<file path="src/rtl/bus_cycle_initiator.sv">
// Single-beat bus master: turns read/write requests into timed address/strobe
// cycles, samples the decoder's read-only flag and suppresses ROM writes.
module bus_cycle_initiator #(
  parameter int unsigned ADDR_WIDTH    = 17,
  parameter int unsigned DATA_WIDTH    = 8,
  parameter int unsigned SETUP_CYCLES  = 2,
  parameter int unsigned STROBE_CYCLES = 2
) (
  input  logic                  clk,
  input  logic                  reset_n,
  input  logic                  req_valid,
  output logic                  req_ready,
  input  logic [ADDR_WIDTH-1:0] req_addr,
  input  logic [DATA_WIDTH-1:0] req_wr_data,
  input  logic                  req_we,
  output logic                  resp_valid,
  output logic [DATA_WIDTH-1:0] resp_rd_data,
  output logic                  resp_err,
  output logic [ADDR_WIDTH-1:0] bus_addr,
  output logic [DATA_WIDTH-1:0] bus_wr_data,
  input  logic [DATA_WIDTH-1:0] bus_rd_data,
  output logic                  bus_we,
  output logic                  bus_strobe,
  input  logic                  is_readonly
);

  localparam int unsigned MAX_CYCLES = (SETUP_CYCLES > STROBE_CYCLES) ? SETUP_CYCLES : STROBE_CYCLES;
  localparam int unsigned CNT_W      = (MAX_CYCLES > 1) ? $clog2(MAX_CYCLES) : 1;
  localparam logic [CNT_W-1:0] SETUP_LOAD  = CNT_W'(SETUP_CYCLES - 1);
  localparam logic [CNT_W-1:0] STROBE_LOAD = CNT_W'(STROBE_CYCLES - 1);

  typedef enum logic [1:0] {IDLE, SETUP, STROBE, HOLD} state_t;

  state_t                state_q, state_d;
  logic [CNT_W-1:0]      cnt_q, cnt_d;
  logic                  we_q, we_d;
  logic                  ro_q, ro_d;
  logic                  req_ready_d;
  logic                  resp_valid_d;
  logic                  resp_err_d;
  logic [DATA_WIDTH-1:0] resp_rd_data_d;
  logic [ADDR_WIDTH-1:0] bus_addr_d;
  logic [DATA_WIDTH-1:0] bus_wr_data_d;
  logic                  bus_we_d;
  logic                  bus_strobe_d;

  // State and every output are registered together; the comb blocks below
  // compute their next values.
  always_ff @(posedge clk or negedge reset_n) begin
    if (!reset_n) begin
      state_q      <= IDLE;
      cnt_q        <= '0;
      we_q         <= 1'b0;
      ro_q         <= 1'b0;
      req_ready    <= 1'b1;
      resp_valid   <= 1'b0;
      resp_err     <= 1'b0;
      resp_rd_data <= '0;
      bus_addr     <= '0;
      bus_wr_data  <= '0;
      bus_we       <= 1'b0;
      bus_strobe   <= 1'b0;
    end else begin
      state_q      <= state_d;
      cnt_q        <= cnt_d;
      we_q         <= we_d;
      ro_q         <= ro_d;
      req_ready    <= req_ready_d;
      resp_valid   <= resp_valid_d;
      resp_err     <= resp_err_d;
      resp_rd_data <= resp_rd_data_d;
      bus_addr     <= bus_addr_d;
      bus_wr_data  <= bus_wr_data_d;
      bus_we       <= bus_we_d;
      bus_strobe   <= bus_strobe_d;
    end
  end

  always_comb begin
    state_d = state_q;
    case (state_q)
      IDLE:    if (req_valid && req_ready) state_d = SETUP;
      SETUP:   if (cnt_q == '0) state_d = STROBE;
      STROBE:  if (cnt_q == '0) state_d = HOLD;
      HOLD:    state_d = IDLE;
      default: state_d = IDLE;
    endcase
  end

  always_comb begin
    cnt_d          = cnt_q;
    we_d           = we_q;
    ro_d           = ro_q;
    resp_valid_d   = 1'b0;
    resp_err_d     = 1'b0;
    resp_rd_data_d = resp_rd_data;
    bus_addr_d     = bus_addr;
    bus_wr_data_d  = bus_wr_data;
    bus_we_d       = bus_we;
    bus_strobe_d   = bus_strobe;
    req_ready_d    = (state_d == IDLE);
    case (state_q)
      IDLE: begin
        if (req_valid && req_ready) begin
          bus_addr_d    = req_addr;
          bus_wr_data_d = req_wr_data;
          we_d          = req_we;
          cnt_d         = SETUP_LOAD;
        end
      end
      SETUP: begin
        if (cnt_q == '0) begin
          // The decoder flag is used directly here since ro_q only updates on this edge.
          ro_d         = is_readonly;
          bus_strobe_d = 1'b1;
          bus_we_d     = we_q & ~is_readonly;
          cnt_d        = STROBE_LOAD;
        end else begin
          cnt_d = cnt_q - CNT_W'(1);
        end
      end
      STROBE: begin
        if (cnt_q == '0) begin
          if (!we_q) resp_rd_data_d = bus_rd_data;
          bus_strobe_d = 1'b0;
          bus_we_d     = 1'b0;
        end else begin
          cnt_d = cnt_q - CNT_W'(1);
        end
      end
      HOLD: begin
        resp_valid_d = 1'b1;
        resp_err_d   = we_q & ro_q;
      end
      default: ;
    endcase
  end

endmodule

</file>
<file path="config.mk">
export PLATFORM = sky130hd
export DESIGN_NAME = bus_cycle_initiator
export DESIGN_NICKNAME = d
export VERILOG_FILES = /design/src/rtl/bus_cycle_initiator.sv
export SDC_FILE = /design/constraint.sdc
export NUM_CORES = 1
export LEC_CHECK = 0
export CORE_UTILIZATION = 30
export CTS_BUF_LIST = sky130_fd_sc_hd__clkbuf_4 sky130_fd_sc_hd__clkbuf_8
export DETAILED_ROUTE_END_ITERATION = 8
export SETUP_SLACK_MARGIN = 0.05
export SYNTH_ARGS = -nofsm -noshare
export SYNTH_HDL_FRONTEND = slang
export SYNTH_SLANG_ARGS = --single-unit
</file>
<file path="constraint.sdc">
create_clock -name clk -period 1.9 [get_ports clk]
set_input_delay 0.57 -clock clk [delete_from_list [all_inputs] [get_ports clk]]
set_output_delay 0.57 -clock clk [all_outputs]
set_load 0.1 [all_outputs]
</file>
==> impl_metrics.toml <==
[finish]
finish.net_count = 241
layout.filler_cells = 472
antennaDiodeCount = 0
register_area_mm2 = 0.00108
multiInputGateArea_um2 = 614
final-instance-count-excl-fill = 270
layout-area-overhead-vs-synth_pct = 77.1
drive_above_1_share_pct = 44.4

[floorplanning]
y_dimension_of_the_die_um = 78.3
rows = 27
floorplan.die.width_um = 78.3
die-area_mm2 = 0.00613
core_area_mm2 = 0.00554
initial_standard_cell_utilization_of_the_core_pct = 31.5
pin_count = 76

[timing]
hold_viol_final = 0
clock_skew_ps = 5.08
setup_slack_ps = 201
slew_headroom_pct = 63.1
drv_slew = 0
worstMarginPinSlew_ps = 553
setup_tns_ps = 0
timing.final.crit_share_pct = 89.4
timing.final.crit_period_ps = 1700
fmaxAchievable_mhz = 589
final-setup-viol-count = 0
grt_setup_unrepaired = "false"

[clocking]
ctsLongestPathBuffers = 2
cts_buffers = 5
root_buffer = "sky130_fd_sc_hd__clkbuf_8"
clkLatencyLatePin_ps = 290
tritoncts = "done"
cts.htree.levels = 2
cts_sinks = 43
path_clk_slew_ps = 80

[drt]
final_antenna_net_count = 0
routed_via_density = 4.62
routed_wl_mm = 4.03
detail_route.first_pass.iterations = 4
drc = 0
wl_per_cell_um = 14.9
vias = 1247
drt_iter0_markers = 34

[placement]
gp_congestion = 0.745
placement.io_buffers = 75
dp_cells = 262
post_place_setup_slack_ps = -95.6
dpl.hpwl_mm = 3.29

[critical_path]
crit_fanout = 14
criticalPathCategory = "flip-flop to flip-flop"
worst_ep_arrival_time_ps = 1870
critPathLaunchType = "flip-flop"
cp-end-kind = "flip-flop"
critPathRequiredTime_ps = 2070

[global_routing]
grt_first_pass_wirelength_mm = 6.83
number_of_antenna_violations_at_the_first_check_in_global_routing = 0
grt_pass1_vias = 1385
grt-ovfl-total = 0
gr_util_all_layers_pct = 14.3
largest_net_degree_at_the_start_of_global_routing = 24

[worst_hold_path]
timing.hold.worst.class = "primary input to asynchronous set/reset pin"

[logic_synthesis]
proportion_of_synthesized_chip_area_in_sequential_cells_pct = 61.7
synth.avg_cell_area_um2 = 15.0
synth_area_mm2 = 0.00175
post-synth-top-area-fraction_pct = 60.2
synth_area_leaders = "sky130_fd_sc_hd__dfrtp_1 60%, sky130_fd_sc_hd__mux2_2 22%, sky130_fd_sc_hd__ha_1 3.6%, sky130_fd_sc_hd__dfstp_2 1.5%, sky130_fd_sc_hd__buf_6 1.3%"
yosys.cell_types.count = 23
yosysWarnings = 0
synthDominantAreaCellType = "sky130_fd_sc_hd__dfrtp_1"
synth.net_count = 159
postSynthRegisterBits = 43
post_synth_inst_count = 116

[run]
maxCapViolCount = 0

[outcome]
outcome = "completed"
-- final cells by class --
cell class	count	area share (%)
repair buffers	80	38.4
clock inverters	1	0.971
flip-flops and latches	43	34.8
well taps	72	2.91
inverters	4	0.486
multi-input cells	64	19.9
clock buffers	6	2.47
-- cells by family after synthesis --
kind of cell,count (synthesis),synth area share [%]
DFF,43,61.7
AOI/OAI and AO/OA,12,4.73
adders and majority gates,5,3.58
buffers and inverters,9,3.23
muxes,34,21.9
and+or+nand+nor,13,4.80
-- synth_stat cells --
library cell / number
sky130_fd_sc_hd__o32a_1: 1
sky130_fd_sc_hd__a21oi_1: 2
sky130_fd_sc_hd__nand2b_1: 3
sky130_fd_sc_hd__nand2_1: 1
sky130_fd_sc_hd__ha_1: 5
sky130_fd_sc_hd__nor2_1: 3
sky130_fd_sc_hd__dfstp_2: 1
sky130_fd_sc_hd__buf_6: 2
sky130_fd_sc_hd__clkbuf_1: 1
sky130_fd_sc_hd__o22ai_1: 1
sky130_fd_sc_hd__nor2b_1: 2
sky130_fd_sc_hd__mux2_2: 34
sky130_fd_sc_hd__a32o_1: 1
sky130_fd_sc_hd__and3_1: 2
sky130_fd_sc_hd__o31a_1: 1
sky130_fd_sc_hd__inv_1: 4
sky130_fd_sc_hd__o21ai_0: 4
sky130_fd_sc_hd__a22o_1: 1
sky130_fd_sc_hd__dfrtp_1: 42
sky130_fd_sc_hd__or2_1: 1
sky130_fd_sc_hd__buf_4: 2
sky130_fd_sc_hd__nor3b_4: 1
sky130_fd_sc_hd__a211o_1: 1
-- routing by layer --
layer	global-route usage [%]	part of all wire, %
met1	15.9	38
met3	5.81	10
met5	0	0
met4	4.07	1.8
met2	25.0	49
-- through the flow --
| step | area (µm²) | hold WS (ps) | util, % |
|---|---|---|---|
| floorplan | 1750 | 274 | - |
| global placement | 2960 | 455 | 53.5 |
| detailed placement | 2960 | 484 | 53.5 |
| CTS | 3070 | 286 | 55.4 |
| global route | 3090 | 307 | 55.8 |
| finish | 3090 | 263 | 55.8 |
-- sequential cells by signal, summed over array words and instances (netlist names) --
name	cells
cnt_q	1
we_q	1
bus_we	1
ro_q	1
resp_valid	1
bus_addr	17
state_q	2
resp_err	1
bus_strobe	1
req_ready	1
bus_wr_data	8
resp_rd_data	8
-- worst paths after layout --
check	cells past startpoint	from	slack (ps)	end
setup / recovery	5	state_q[0]	200	bus_addr[1]
hold / removal	1	reset_n	260	resp_rd_data[6]
setup reg to reg	5	state_q[0]	200	bus_addr[1]
hold reg to reg	2	ro_q	500	ro_q
max in group asynchronous	2	reset_n	1130	bus_addr[9]
min in group clk	2	ro_q	500	ro_q
-- worst max-delay path, stage by stage, from the launching register on --
cell	delay (ps)
sky130_fd_sc_hd__dfrtp_1	430
sky130_fd_sc_hd__inv_1	130
sky130_fd_sc_hd__ha_2	230
sky130_fd_sc_hd__and3_1	200
sky130_fd_sc_hd__buf_4	230
sky130_fd_sc_hd__mux2_2	360
-- cells in the final DEF (no fill, tap or decap), drive strengths merged, types with 3 or more instances in the layout --
master         count
ha                 5
clkbuf             6
buf               44
nand2b             3
mux2              34
o21ai              4
dfrtp             42
clkdlybuf4s50     36
nor2               3
inv                4
-- what timing repair did --
item                       4_1_cts  5_1_grt
buffers inserted                 0        1
resized for setup                0        1
setup endpoints to repair        0       30
hold buffers                     0        0
Power is left out: the tool's default activity adds up to more than one toggle a clock period on the data nets, which glitch-free logic cannot reach.
